<file path="config.mk">
export PLATFORM = sky130hd
export DESIGN_NAME = core_sram_arbiter
export DESIGN_NICKNAME = d
export VERILOG_FILES = /design/src/rtl/core_sram_arb_pkg.sv /design/src/rtl/core_sram_rr_arb2.sv /design/src/rtl/core_sram_arbiter.sv
export SDC_FILE = /design/constraint.sdc
export NUM_CORES = 1
export LEC_CHECK = 0
export CAP_MARGIN = 20
export CORE_MARGIN = 10
export CORE_UTILIZATION = 36
export DETAILED_ROUTE_END_ITERATION = 7
export PLACE_DENSITY = 0.88
export SLEW_MARGIN = 40
export SYNTH_ARGS = -nofsm -noshare
export SYNTH_HDL_FRONTEND = slang
export SYNTH_SLANG_ARGS = --single-unit
</file>
<file path="constraint.sdc">
create_clock -name clk -period 2 [get_ports clk]
set_input_delay 0.2 -clock clk [delete_from_list [all_inputs] [get_ports clk]]
set_output_delay 0.2 -clock clk [all_outputs]
set_load 0.05 [all_outputs]
</file>
<file path="src/rtl/core_sram_arb_pkg.sv">
// Shared types and constants for the core SRAM arbiter.
// Latency: n/a (declarations only).
// Backpressure: n/a.
package core_sram_arb_pkg;

    typedef enum logic {
        ARB   = 1'b0,
        CLEAN = 1'b1
    } state_e;

    localparam logic PORT_A = 1'b0;
    localparam logic PORT_B = 1'b1;

    localparam int DEF_DATA_WIDTH = 32;
    localparam int DEF_ADDR_WIDTH = 10;

    // Saturating increment for 32-bit event counters
    function automatic logic [31:0] sat_inc(input logic [31:0] v);
        return (&v) ? v : v + 32'd1;
    endfunction

endpackage

</file>
<file path="src/rtl/core_sram_rr_arb2.sv">
// Two-way round-robin arbiter; prio_q names the port that wins the next conflict.
// Latency: grant is combinational from requests; pointer moves at the clock edge.
// Backpressure: a losing requester simply sees no grant and must hold its request.
module core_sram_rr_arb2
    import core_sram_arb_pkg::*;
(
    input  logic clk,
    input  logic rstn,
    input  logic en_i,
    input  logic req_a_i,
    input  logic req_b_i,
    output logic gnt_a_o,
    output logic gnt_b_o
);

    logic prio_q;
    logic prio_d;

    // Grant decision; the pointer only moves when both ports contend
    always_comb begin
        gnt_a_o = en_i & req_a_i & (~req_b_i | (prio_q == PORT_A));
        gnt_b_o = en_i & req_b_i & (~req_a_i | (prio_q == PORT_B));
        prio_d  = prio_q;
        if (en_i & req_a_i & req_b_i) begin
            prio_d = gnt_a_o ? PORT_B : PORT_A;
        end
    end

    // Priority pointer register; A wins the first conflict after reset
    always_ff @(posedge clk or negedge rstn) begin
        if (!rstn) begin
            prio_q <= PORT_A;
        end else begin
            prio_q <= prio_d;
        end
    end

endmodule

</file>
<file path="src/rtl/core_sram_arbiter.sv">
// Shares one 1rw SRAM macro between ports A/B (round-robin) and zero-fills it on clean_start.
// Latency: grants/macro strobes combinational in the request cycle; read data valid one cycle later.
// Backpressure: losers and all requests during CLEAN see gnt=0 and hold. Optional perf counters: CORE_SRAM_ARB_PERF_EN.
module core_sram_arbiter
    import core_sram_arb_pkg::*;
#(
    parameter int DATA_WIDTH = DEF_DATA_WIDTH,
    parameter int ADDR_WIDTH = DEF_ADDR_WIDTH
) (
    input  logic                  clk,
    input  logic                  rstn,
    input  logic                  a_req,
    input  logic                  a_wen,
    input  logic [ADDR_WIDTH-1:0] a_addr,
    input  logic [DATA_WIDTH-1:0] a_wdata,
    output logic                  a_gnt,
    output logic                  a_rvld,
    output logic [DATA_WIDTH-1:0] a_rdata,
    input  logic                  b_req,
    input  logic                  b_wen,
    input  logic [ADDR_WIDTH-1:0] b_addr,
    input  logic [DATA_WIDTH-1:0] b_wdata,
    output logic                  b_gnt,
    output logic                  b_rvld,
    output logic [DATA_WIDTH-1:0] b_rdata,
    input  logic                  clean_start,
    output logic                  clean_busy,
    output logic                  clean_done,
    output logic                  sram_csb,
    output logic                  sram_web,
    output logic [ADDR_WIDTH-1:0] sram_addr,
    output logic [DATA_WIDTH-1:0] sram_din,
    input  logic [DATA_WIDTH-1:0] sram_dout
`ifdef CORE_SRAM_ARB_PERF_EN
   ,input  logic                  perf_clr,
    output logic [31:0]           perf_a_cnt,
    output logic [31:0]           perf_b_cnt,
    output logic [31:0]           perf_stall_cnt
`endif
);

    localparam logic [ADDR_WIDTH-1:0] LAST_ADDR = '1;

    state_e                  state_q, state_d;
    logic [ADDR_WIDTH-1:0]   clean_addr_q, clean_addr_d;
    logic                    clean_done_q, clean_done_d;
    logic                    a_rvld_q, b_rvld_q;
    logic [ADDR_WIDTH-1:0]   addr_q;
    logic [DATA_WIDTH-1:0]   din_q;
    logic                    arb_en;

    // Grants are suppressed while cleaning and while reset is asserted
    assign arb_en = (state_q == ARB) & rstn;

    core_sram_rr_arb2 u_rr (
        .clk     (clk),
        .rstn    (rstn),
        .en_i    (arb_en),
        .req_a_i (a_req),
        .req_b_i (b_req),
        .gnt_a_o (a_gnt),
        .gnt_b_o (b_gnt)
    );

    // State, clean address, read-valid pipeline and held macro bus
    always_ff @(posedge clk or negedge rstn) begin
        if (!rstn) begin
            state_q      <= ARB;
            clean_addr_q <= '0;
            clean_done_q <= 1'b0;
            a_rvld_q     <= 1'b0;
            b_rvld_q     <= 1'b0;
            addr_q       <= '0;
            din_q        <= '0;
        end else begin
            state_q      <= state_d;
            clean_addr_q <= clean_addr_d;
            clean_done_q <= clean_done_d;
            a_rvld_q     <= a_gnt & ~a_wen;
            b_rvld_q     <= b_gnt & ~b_wen;
            addr_q       <= sram_addr;
            din_q        <= sram_din;
        end
    end

    // Next state: enter CLEAN on clean_start, leave after writing the last word
    always_comb begin
        state_d      = state_q;
        clean_addr_d = clean_addr_q;
        clean_done_d = 1'b0;
        case (state_q)
            ARB: begin
                if (clean_start) begin
                    state_d = CLEAN;
                end
            end
            CLEAN: begin
                if (clean_addr_q == LAST_ADDR) begin
                    state_d      = ARB;
                    clean_addr_d = '0;
                    clean_done_d = 1'b1;
                end else begin
                    clean_addr_d = clean_addr_q + ADDR_WIDTH'(1);
                end
            end
            default: state_d = ARB;
        endcase
    end

    // Macro bus: clean write, granted port, or idle with address/data held
    always_comb begin
        clean_busy = 1'b0;
        sram_csb   = 1'b1;
        sram_web   = 1'b1;
        sram_addr  = addr_q;
        sram_din   = din_q;
        if (state_q == CLEAN) begin
            clean_busy = 1'b1;
            sram_csb   = 1'b0;
            sram_web   = 1'b0;
            sram_addr  = clean_addr_q;
            sram_din   = '0;
        end else if (a_gnt) begin
            sram_csb   = 1'b0;
            sram_web   = ~a_wen;
            sram_addr  = a_addr;
            sram_din   = a_wdata;
        end else if (b_gnt) begin
            sram_csb   = 1'b0;
            sram_web   = ~b_wen;
            sram_addr  = b_addr;
            sram_din   = b_wdata;
        end
    end

    assign clean_done = clean_done_q;
    assign a_rvld     = a_rvld_q;
    assign b_rvld     = b_rvld_q;
    assign a_rdata    = a_rvld_q ? sram_dout : '0;
    assign b_rdata    = b_rvld_q ? sram_dout : '0;

`ifdef CORE_SRAM_ARB_PERF_EN
    logic [31:0] perf_a_q, perf_b_q, perf_stall_q;
    logic        stall;

    assign stall = (a_req & ~a_gnt) | (b_req & ~b_gnt);

    // Saturating grant/stall counters with synchronous clear
    always_ff @(posedge clk or negedge rstn) begin
        if (!rstn) begin
            perf_a_q     <= '0;
            perf_b_q     <= '0;
            perf_stall_q <= '0;
        end else if (perf_clr) begin
            perf_a_q     <= '0;
            perf_b_q     <= '0;
            perf_stall_q <= '0;
        end else begin
            if (a_gnt) perf_a_q     <= sat_inc(perf_a_q);
            if (b_gnt) perf_b_q     <= sat_inc(perf_b_q);
            if (stall) perf_stall_q <= sat_inc(perf_stall_q);
        end
    end

    assign perf_a_cnt     = perf_a_q;
    assign perf_b_cnt     = perf_b_q;
    assign perf_stall_cnt = perf_stall_q;
`endif

endmodule

</file>
==> impl_metrics.toml, run 1 <==
[status]
outcome = "stopped before the end"
lastStage = "global routing (5_1_grt)"
error = "[ERROR GRT-0232] Routing congestion too high. Check the congestion heatmap in the GUI."

[yosys]
yosys.area_share.xor_xnor_pct = 1.24
synth_mux_area_share_pct = 0.283
synth_top_family_by_area = "simple AND/OR/NAND/NOR gates"
avgSynthCellArea_um2 = 9.36
synthAdderAreaFrac_pct = 0.354
yosysMostFrequentCell = "and2_1"
synth_fp_nets = 502
synthTopCellsByCount = "and2_1 (64), dfrtp_1 (57), nor3_1 (35), nand4_1 (34)"
syn_inst = 378
synth-edff-count = 0
synth_area_leaders = "dfrtp_1 (40%), and2_1 (11%), a311oi_1 (7.9%)"
synth_top_area_share_pct = 40.3
async_reset_ff_share_pct = 100
synth_cell_types = 42
synth_top_flop_cell = "dfrtp_1"
yosysWarningCount = 0
yosys.area_share.simple_pct = 26.7
yosysSeqAreaShare_pct = 40.3
synth_compound_area_share_pct = 23.8
mappedNetlistArea_um2 = 3540
yosys.area.top_type = "dfrtp_1"
synth_seq_cells = 57

[timing]
worst_endpoint = "sram_din[15]"
worstEpCategory = "output port"

[placed_design]
port_buffers = 236
post-dp-hpwl_um = 16600
dp_cells = 764
preCtsSetupSlack_ns = -0.244
place_area_um2 = 8130
place_congestion = 0.865

[die]
floorplan.initialDensity_pct = 36.5
ios = 237
die_w_um = 119
rows = 36
dieHeight_um = 119

[global_route]
grt_overflow = 327
antenna_found_initial = 5
track_usage_pct = 79.0
grt_max_degree = 38

[cts]
cts-root-buf = "clkbuf_8"
cts_sinks = 57
htree_levels = 3
clockBufferDepth = 2
cts_buffers = 9
-- per-stage QoR --
stage                     utilization [%]  hold slack [ns]
after floorplan                         -          -0.0956
after global placement               83.9            0.234
after CTS                            95.0            0.422
after detailed placement             83.9            0.246
-- cell families after synthesis --
family,after synthesis
flops,57
mux,1
simple gates,160
buf+inv,53
fa+ha+maj,1
compound gates,101
xor+xnor,5
-- repair_timing --
action | in CTS
setup buffers | 50
cloned | 4
resized for setup | 68
setup endpoints to repair | 47
hold endpoints to repair | 57
hold buffers | 1
pin swaps | 46
-- layer usage --
layer,overflow,global-route usage (%)
met1,0,76.5
met2,191,95.1
met3,0,64.6
met4,136,87.9
met5,0,12.8
==> inputs of run 2 (changes only) <==
Settings changed: CORE_UTILIZATION 36 to 35, PLACE_DENSITY 0.88 to unset, PLACE_DENSITY_LB_ADDON set to 0.15.
==> run 2 against run 1 <==
The flow now finishes, with violations (negative setup slack). Synthesized area is the same. Synthesized cell count unchanged.
==> impl_metrics.toml, run 2 <==
[die]
die_w_um = 121
rows = 36
core_um2 = 9820
dieHeight_um = 121
floorplan.initialDensity_pct = 36.0
ios = 237
dieArea_um2 = 14500

[timing]
finalWorstSetupSlack_ns = -0.384
finalSetupViolations = 46
drv_slew = 0
tns_ns = -12.81
relSlewSlack_pct = 43.4
layout_min_cycle_time_ns = 2.38
rsz0062_at_grt = "true"
clock_skew_ns = 0.0149
finalCritPeriodShare_pct = 119
finalHoldViolCount = 0
clock.fmax_mhz = 419
worst_pin_slew_ns = 0.847

[worst_setup_path]
critPathMaxStageDelay_ns = 0.51
cp_top_family = "flip-flops"
critPathKind = "flip-flop to primary output"
crit_required_ns = 1.80
critPathArrivalTime_ns = 2.18
cp_cell_sequence = "nor2b_4 -> buf_4 -> buf_8 -> nand4_1 -> a311oi_4 -> buf_12"
cp-start-kind = "flip-flop"
critPathBufInv = 3
cp_max_fo = 11
critPathSlowestCell = "dfrtp_4"
setup.worst_path.end_class = "primary output"

[global_route]
antenna_found_initial = 1
grt_first_pass_wirelength_um = 38200
grt_max_degree = 44
track_usage_pct = 34.5
grt_pass1_vias = 5374
grt_overflow = 0

[cts]
cts_sinks = 57
tritoncts = "built"
htree_levels = 3
clockBufferDepth = 2
cts-root-buf = "clkbuf_8"
cts_buffers = 9
clkTransAtPathRegs_ns = 0.09
worstSkewPairLatency_ns = 0.38

[final_layout]
design_area_um2 = 9320
multi_input_area_um2 = 2930
fin_nets = 796
utilization_pct = 94.9
syn_to_final_growth_pct = 163
reg_top3 = "din_q (32), addr_q (10), clean_addr_q (10)"
top_register = "din_q"
seqCellArea_um2 = 1430
layout_commonest_cell = "buf_12"
most-common-layout-cells = "buf_12 (124), clkdlybuf4s50_1 (122), and2_1 (64), buf_4 (63), dfrtp_1 (55)"
nFillCells = 226
layout-drive-gt1-share_pct = 48.3
largest_register_ffs = 32
fin_cells = 811

[placed_design]
post-dp-hpwl_um = 15000
place_congestion = 0.868
preCtsSetupSlack_ns = -0.143
dp_cells = 750
port_buffers = 236
place_area_um2 = 8010

[status]
violations = "negative setup slack"
outcome = "complete, but fails checks"

[yosys]
yosysSeqAreaShare_pct = 40.3
mappedNetlistArea_um2 = 3540
synth_area_leaders = "dfrtp_1 (40%), and2_1 (11%), a311oi_1 (7.9%)"
async_reset_ff_share_pct = 100
yosysWarningCount = 0
synth_seq_cells = 57
synth_fp_nets = 502
yosys.area.top_type = "dfrtp_1"
avgSynthCellArea_um2 = 9.36
synthTopCellsByCount = "and2_1 (64), dfrtp_1 (57), nor3_1 (35), nand4_1 (34)"
synth-edff-count = 0
synth_top_flop_cell = "dfrtp_1"
yosysMostFrequentCell = "and2_1"
synth_cell_types = 42
synth_top_area_share_pct = 40.3
syn_inst = 378

[route]
wl_per_cell_um = 36.9
ant_nets = 0
firstDrtPassIters = 6
vias_per_cell = 6.82
wl_um = 29900
drcViolationCount = 0
drtIter0Drc = 844
vias = 5531

[flow_run]
drv_cap = 0

[min_path]
min_path_type = "input port to async pin"

[power]
ir_worst_vdd_mv = 0.767
pwr_density_cell_nw_per_um2 = 475
power.leakage_nw = 3.42
## run 2: power by group
part,switching (mW),internal [mW]
Combinational,0.894,0.772
Clock,0.604,0.645
Sequential,0.209,1.30
## run 2: timing repair
action                                 CTS  global route
hold buffers                             1             0
gates cloned                             6             2
pin swaps                               43            11
resized for setup                       87            29
buffers inserted                        24            13
setup endpoints to repair               45            47
endpoints found under the hold margin   15             0
## run 2: worst paths after layout
kind | end | start | cells after the start | slack (ns)
setup / recovery | sram_din[20] | state_q$_DFF_PN0_ | 6 | -0.38
hold / removal | din_q[18]$_DFF_PN0_ | rstn | 2 | 0.06
setup reg to reg | clean_addr_q[0]$_DFFE_PN0P_ | clean_addr_q[0]$_DFFE_PN0P_ | 4 | -0.28
hold reg to reg | addr_q[7]$_DFF_PN0_ | addr_q[7]$_DFF_PN0_ | 1 | 0.55
max in group asynchronous | state_q$_DFF_PN0_ | rstn | 3 | 0.69
min in group clk | a_rvld$_DFF_PN0_ | a_wen | 2 | 0.41
## run 2: worst reg2reg max path: cells and delay by family, from the launching register on
family / cells / cell delay [ns]
adder cells (fa/ha/maj): 1 / 0.35
flip-flops: 1 / 0.52
AND/OR/NAND/NOR: 1 / 0.31
AO/OA/AOI/OAI: 2 / 0.89
## run 2: cells by family after synthesis
kind of cell / share of synthesized area (%)
buffers and inverters: 7.29
multiplexers: 0.283
flip-flops: 40.3
XOR/XNOR: 1.24
adder cells (fa/ha/maj): 0.354
AND/OR/NAND/NOR: 26.7
AO/OA/AOI/OAI: 23.8
## run 2: final cells by class
| type | instances | share of cell area [%] |
|---|---|---|
| Timing Repair Buffer | 332 | 49.0 |
| Inverter | 4 | 0.188 |
| Multi-Input combinational cell | 268 | 31.4 |
| Clock buffer | 12 | 1.66 |
| Tap cell | 133 | 1.79 |
| Sequential cell | 57 | 15.4 |
| Antenna cell | 1 | 0.0268 |
| Clock inverter | 4 | 0.550 |
## run 2: per-stage QoR
step	power (mW)	hold WS, ns
3_3_place_gp	2.89	0.227
3_5_place_dp	2.93	0.225
5_1_grt	4.50	0.0890
6_report	4.42	0.0635
2_1_floorplan	2.14	-0.0956
4_1_cts	4.14	0.0397
## run 2: routing by layer
metal	vias up	part of all wire, %	track usage [%]
li1	2077	-	-
met1	2666	34	39.6
met2	596	47	60.4
met3	192	11	9.45
met4	0	7.0	11.8
met5	-	0	0
No activity file was read; power rests on OpenSTA's default activity.
==> edit 1: new RTL, settings of run 2 <==
Add a define of `CORE_SRAM_ARB_PERF_EN`.
--- a/src/rtl/core_sram_arbiter.sv
+++ b/src/rtl/core_sram_arbiter.sv
@@ -2,4 +2,6 @@
 // Latency: grants/macro strobes combinational in the request cycle; read data valid one cycle later.
 // Backpressure: losers and all requests during CLEAN see gnt=0 and hold. Optional perf counters: CORE_SRAM_ARB_PERF_EN.
+`define CORE_SRAM_ARB_PERF_EN
+
 module core_sram_arbiter
     import core_sram_arb_pkg::*;
Ports: changed (added perf_a_cnt, perf_b_cnt, perf_clr and perf_stall_cnt); port bits go from 237 to 334. No check against the original RTL was run, so the function may have changed too.
==> edit 1 against run 2 <==
The flow still finishes with violations (setup timing). First-iteration DRC count decreased by 24%. Wire length rose by 24%. Area after synthesis increased by 140%. Synthesized cell count rose by 140%. Setup slack improved by 0.0094 ns. Clock power rose to 2.9 times the old value. Global-route usage decreased by 12 points. Core utilization fell by 25 points. Power is 63% higher. Sequential cell count rose by 96. Cell area up 78%. Via count rose by 68%. Die area is 110% higher. Critical endpoint is now sram_din[28]. Largest power group is now the clock network. Highest routed layer unchanged.
==> edit 1: results (changes against run 2) <==
| Metric | Value |
|---|---|
| Vias in the first global route | `9,190 (+71%)` |
| Worst reg2reg path depth | `7 (+3)` |
| FF-to-FF setup slack | `-0.22 ns (+0.06 ns)` |
| Post-DP HPWL | `26,400 um (+76%)` |
| Commonest cells in the netlist | `dfrtp_1 (153), nand2_1 (82), and2_1 (69)` |
| Worst skew pair latency | `0.43 ns (+0.05 ns)` |
| Largest net degree at the start of global routing | `153 (+250%)` |
| Initial antenna violation count | `3 (+2)` |
| Fin nets | `1,547 (+94%)` |
| Leak | `0.00695 uW (+100%)` |
| Critical-path top delay cell | `dfrtp_2` |
| H-tree levels | `4 (+1)` |
| DR WL/cell | `21.2 um (-43%)` |
| Met1 WL | `15,100 um (+48%)` |
| Final setup TNS | `-17.72 ns (-4.90 ns)` |
| R2R Path End | `perf_b_cnt[31]$_DFFE_PN0P_` |
| CTS buffer count | `17 (+8)` |
| Post-Syn Nets | `1,031 (+110%)` |
| IR drop worst, VDD | `0.000499 V (-35%)` |
| Register area share after synthesis | `45.2% (+4.8 points)` |
| Clock buffer depth | `2 (unchanged)` |
| Largest cells by area after synthesis | `dfrtp_1 (45%), mux2i_1 (5.3%), and2_1 (5.1%)` |
| Overall routing resource usage | `22.2% (-12 points)` |
| Clock transition at path regs | `0.06 ns (-0.03 ns)` |
| Slew @ Worst Pin | `0.763 ns (-0.0840 ns)` |
| I/O Buffers | `333 (+41%)` |
| Crit-path max cell delay | `0.42 ns (-0.09 ns)` |
| Final setup vio count | `94 (+100%)` |
| First-pass GRT wire length | `54,200 um (+42%)` |
| Final worst slack | `-0.375 ns (+0.00942 ns)` |
| Failing checks | `setup timing` |
| Status | `finished with violations` |
| RR Startpoint | `state_q$_DFF_PN0_` |
| Met3 wire length | `2180 um (-36%)` |
| Crit path max fanout | `9 (-2)` |
| Gpl congestion | `0.897 (+3.4%)` |
[edit 1: cell types whose count changed in the layout (fill, tap and decap cells not counted), sizes merged, moves of 44 or more]
cell / before / now
mux2i: 1 / 45
buf: 206 / 327
a21oi: 4 / 57
o21ai: 3 / 76
nor2: 5 / 55
nand2: 5 / 82
dfrtp: 57 / 153
clkdlybuf4s50: 122 / 201
[edit 1: logic make-up (layout without fill, tap and decap cells)]
| family | count (synthesis) | in the layout | synth area share (%) |
|---|---|---|---|
| and+or+nand+nor | 404 | 404 | 27.0 |
| AOI/OAI and AO/OA | 196 | 199 | 14.1 |
| DFF | 153 | 153 | 45.2 |
| muxes | 59 | 59 | 7.17 |
| buffers and inverters | 59 | 585 | 3.07 |
| xor gates and xnor gates | 28 | 28 | 2.89 |
| adders and majority gates | 4 | 4 | 0.590 |
| other | 0 | 1 | 0 |
[edit 1: what timing repair did]
action,4_1_cts,5_1_grt
setup buffers,17,28
hold buffers,1,1
gates resized for setup,115,142
pin swaps,42,41
endpoints found under the setup margin,74,124
endpoints found under the hold margin,1,75
cloned,4,5
[edit 1: worst max path at each step]
stage | end | slack (ns) | startpoint
finish | sram_din[28] | -0.37 | state_q$_DFF_PN0_
global route | sram_din[0] | -0.45 | state_q$_DFF_PN0_
CTS | sram_din[0] | -0.38 | state_q$_DFF_PN0_
detailed placement | perf_a_cnt[27]$_DFFE_PN0P_ | -0.34 | a_req
global placement | perf_b_cnt[27]$_DFFE_PN0P_ | -0.29 | a_req
floorplan | sram_din[10] | -0.16 | state_q$_DFF_PN0_
[edit 1: critical path: cells and delay by family (launching register included)]
kind            cells  cell delay [ns]
compound gates      1             0.12
buf+inv             5             0.75
flops               1             0.42
simple gates        3             0.44
[edit 1: routing by layer]
metal / track usage [%] / vias up
met3: 5.81 / 34
li1: - / 4350
met2: 38.3 / 249
met1: 27.0 / 4682
met5: 0 / -
met4: 5.02 / 0
[edit 1: power breakdown]
part	switching, uW	internal, uW	total (uW)
registers	8.07	3100	3110
clock network	1440	2150	3590
logic	221	285	506
total	1670	5530	7210
[edit 1: final cells by class]
cell class	instances	area, um2
antenna	1	2.50
clock buffer	20	447
clock inverter	12	188
fill	1835	7090
inverter	12	60.1
multi-input combinational	694	5500
sequential	153	3940
tap	319	399
timing repair buffer	541	6060
[edit 1: metrics by stage]
stage / total power (uW) / hold WS [ns] / cell area (um2) / std cells / util (%)
2_1_floorplan: 3260 / -0.0956 / 9090 / 903 / -
3_3_place_gp: 3640 / -0.00000822 / 14400 / 1667 / 61.0
3_5_place_dp: 3640 / 0.00119 / 14400 / 1667 / 61.0
4_1_cts: 7230 / 0.0114 / 15700 / 1721 / 66.4
5_1_grt: 7400 / 0.136 / 16600 / 1752 / 70.1
6_report: 7210 / 0.156 / 16600 / 1752 / 70.1
==> edit 2: new RTL, settings of run 2 <==
Without the edit above. Take the reset off `clean_addr_q`, `addr_q` and `din_q` and load them in a clocked block of their own.
--- a/src/rtl/core_sram_arbiter.sv
+++ b/src/rtl/core_sram_arbiter.sv
@@ -67,19 +67,19 @@
         if (!rstn) begin
             state_q      <= ARB;
-            clean_addr_q <= '0;
             clean_done_q <= 1'b0;
             a_rvld_q     <= 1'b0;
             b_rvld_q     <= 1'b0;
-            addr_q       <= '0;
-            din_q        <= '0;
         end else begin
             state_q      <= state_d;
-            clean_addr_q <= clean_addr_d;
             clean_done_q <= clean_done_d;
             a_rvld_q     <= a_gnt & ~a_wen;
             b_rvld_q     <= b_gnt & ~b_wen;
-            addr_q       <= sram_addr;
-            din_q        <= sram_din;
         end
+    end
+
+    always_ff @(posedge clk) begin
+        clean_addr_q <= clean_addr_d;
+        addr_q       <= sram_addr;
+        din_q        <= sram_din;
     end
 
Function: differs if rstn is asserted again (counterexample within 4 cycles, from zero or initial values and one cycle with rstn low); with rstn held inactive, the same outputs for 10 cycles.
==> edit 2 against run 2 <==
The flow still finishes with violations (setup timing). Core utilization is 12 points lower. Register-to-register slack better by 0.48 ns. Synthesized cell count increased by 11%. Worst hold slack better by 0.17 ns. Wire length fell by 40%. Power up 0.11%. Setup slack better by 0.099 ns. Sequential cell count stayed put. Area after synthesis fell by 1.5%. Cell area down 13%. Clock skew is 0.0069 ns lower.
==> edit 2: results (changes against run 2) <==
| Metric | Value |
|---|---|
| Crit path max fanout | `24 (+13)` |
| Vias in the first global route | `4,661 (-13%)` |
| Post-DP HPWL | `14,300 um (-4.6%)` |
| FF-to-FF setup slack | `0.20 ns (+0.48 ns)` |
| Post-synth EDFFs | `10 (+10)` |
| DR vias | `4,352 (-21%)` |
| Post-Syn Nets | `544 (+8.4%)` |
| Worst reg2reg path depth | `7 (+3)` |
| Final setup TNS | `-9.46 ns (+3.35 ns)` |
| Failing checks | `setup timing` |
| Initial drt markers | `234 (-72%)` |
| Ant diodes | `0 (-1)` |
| DR WL/cell | `21.8 um (-41%)` |
| DRC errors left | `0 (unchanged)` |
| Register area share after synthesis | `36.3% (-4.0 points)` |
| Crit-path max cell delay | `0.48 ns (-0.03 ns)` |
| CP Data Arrival Time | `2.09 ns (-0.09 ns)` |
| Top cell type's share of synthesized area | `24.1% (-16 points)` |
| Syn Area/Cell | `8.30 um2 (-11%)` |
| Leak | `0.00299 uW (-13%)` |
| Worst Skew | `0.00805 ns (-0.00690 ns)` |
| Cells after DPL | `798 (+6.4%)` |
| Overall routing resource usage | `23.9% (-11 points)` |
| Critical-path top delay cell | `dfrtp_4` |
| Gpl congestion | `0.868 (about the same)` |
| Clock transition at path regs | `0.06 ns (-0.03 ns)` |
| Layout cells sized above 1 | `40.1% (-8.2 points)` |
| Largest cells by area after synthesis | `dfxtp_1 (24%), and2_1 (12%), edfxtp_1 (8.6%)` |
| Netlist cell types | `38 (-9.5%)` |
| Worst skew pair latency | `0.34 ns (-0.04 ns)` |
| Die ar. | `0.0143 mm2 (-1.2%)` |
| Commonest cells in the netlist | `and2_1 (65), nand2_1 (45), dfxtp_1 (42)` |
| Final worst slack | `-0.285 ns (+0.0987 ns)` |
| Slew margin rel. | `65.3% (+22 points)` |
| Final WL | `17,900 um (-40%)` |
| Async S/R FF share, synth | `8.77% (-91 points)` |
| CTS Hold Bufs | `0 (-1)` |
| R2R Path End | `din_q[11]$_DFF_P_` |
| Final setup vio count | `44 (-4.3%)` |
| Fill count | `567 (+150%)` |
| Fin nets | `807 (+1.4%)` |
| Status | `finished with violations` |
| First-pass GRT wire length | `27,300 um (-28%)` |
| Largest net degree at the start of global routing | `34 (-23%)` |
| IR drop worst, VDD | `0.000409 V (-47%)` |
| Cell Area, Placed | `0.00759 mm2 (-5.3%)` |
| First-pass detailed-route iteration total | `4 (-2)` |
| Internal power | `2800 uW (+3.1%)` |
| Initial antenna violation count | `0 (-1)` |
edit 2: cell count changes after synthesis, sizes merged, moves of 4 or more:
cell and delta:
a32o -11, buf -13, clkbuf +11, dfrtp -52, dfxtp +42, edfxtp +10
inv +10, nand2 +40, nand4 -33, nor2 +6, o31ai +8, or3 +32
xnor2 -4, xor2 +5
edit 2: power groups by stage:
stage | Sequential (uW) | Combinational (uW) | Clock [uW]
6_report | 1580 | 1950 | 897
5_1_grt | 1610 | 2050 | 963
4_1_cts | 1580 | 1940 | 902
3_5_place_dp | 1600 | 1920 | 0
3_3_place_gp | 1590 | 1880 | 0
2_1_floorplan | 1560 | 974 | 0
edit 2: layer usage:
metal,global-route usage (%),up-vias,share of wire (%)
met4,5.73,0,1.7
met3,7.36,17,7.5
li1,-,2067,-
met1,25.9,2079,38
met5,0,-,0
met2,44.3,189,53
edit 2: cell families after synthesis:
| kind of cell | count (synthesis) | share of synthesized area (%) |
|---|---|---|
| AOI/OAI and AO/OA | 91 | 21.4 |
| xor gates and xnor gates | 6 | 1.51 |
| adders and majority gates | 1 | 0.359 |
| buffers and inverters | 62 | 8.90 |
| DFF | 57 | 36.3 |
| and+or+nand+nor | 203 | 31.5 |
edit 2: what timing repair did:
action / 4_1_cts / 5_1_grt
buffers inserted: 5 / 1
pin swaps: 15 / 3
gates cloned: 0 / 1
hold endpoints to repair: 0 / 0
resized for setup: 65 / 11
endpoints found under the setup margin: 44 / 45
edit 2: critical path, delay by kind of cell, from the launching register on:
| kind | cells | cell delay, ns |
|---|---|---|
| AOI/OAI and AO/OA | 1 | 0.25 |
| buffers and inverters | 3 | 0.50 |
| DFF | 1 | 0.48 |
| and+or+nand+nor | 2 | 0.52 |
edit 2: how the worst max path moves through the flow:
stage | to | slack (ns)
5_1_grt | sram_din[2] | -0.34
3_5_place_dp | sram_din[13] | -0.29
4_1_cts | sram_din[6] | -0.31
2_1_floorplan | sram_din[14] | -0.31
3_3_place_gp | sram_din[31] | -0.29
6_report | sram_din[2] | -0.29
edit 2: per-stage QoR:
step | total power (uW) | hold WS [ns]
after floorplan | 2530 | -0.0956
after global placement | 3460 | 0.468
after detailed placement | 3520 | 0.469
after CTS | 4430 | 0.235
after global routing | 4620 | 0.250
final | 4430 | 0.238
edit 2: final cells by class:
type	count	area [um2]	area share, %
clock inverters	1	5.00	0.0618
multi-input cells	301	2720	33.5
clock buffers	15	146	1.81
repair buffers	299	3740	46.2
inverters	15	56.3	0.695
flip-flops and latches	57	1270	15.7
well taps	133	166	2.05
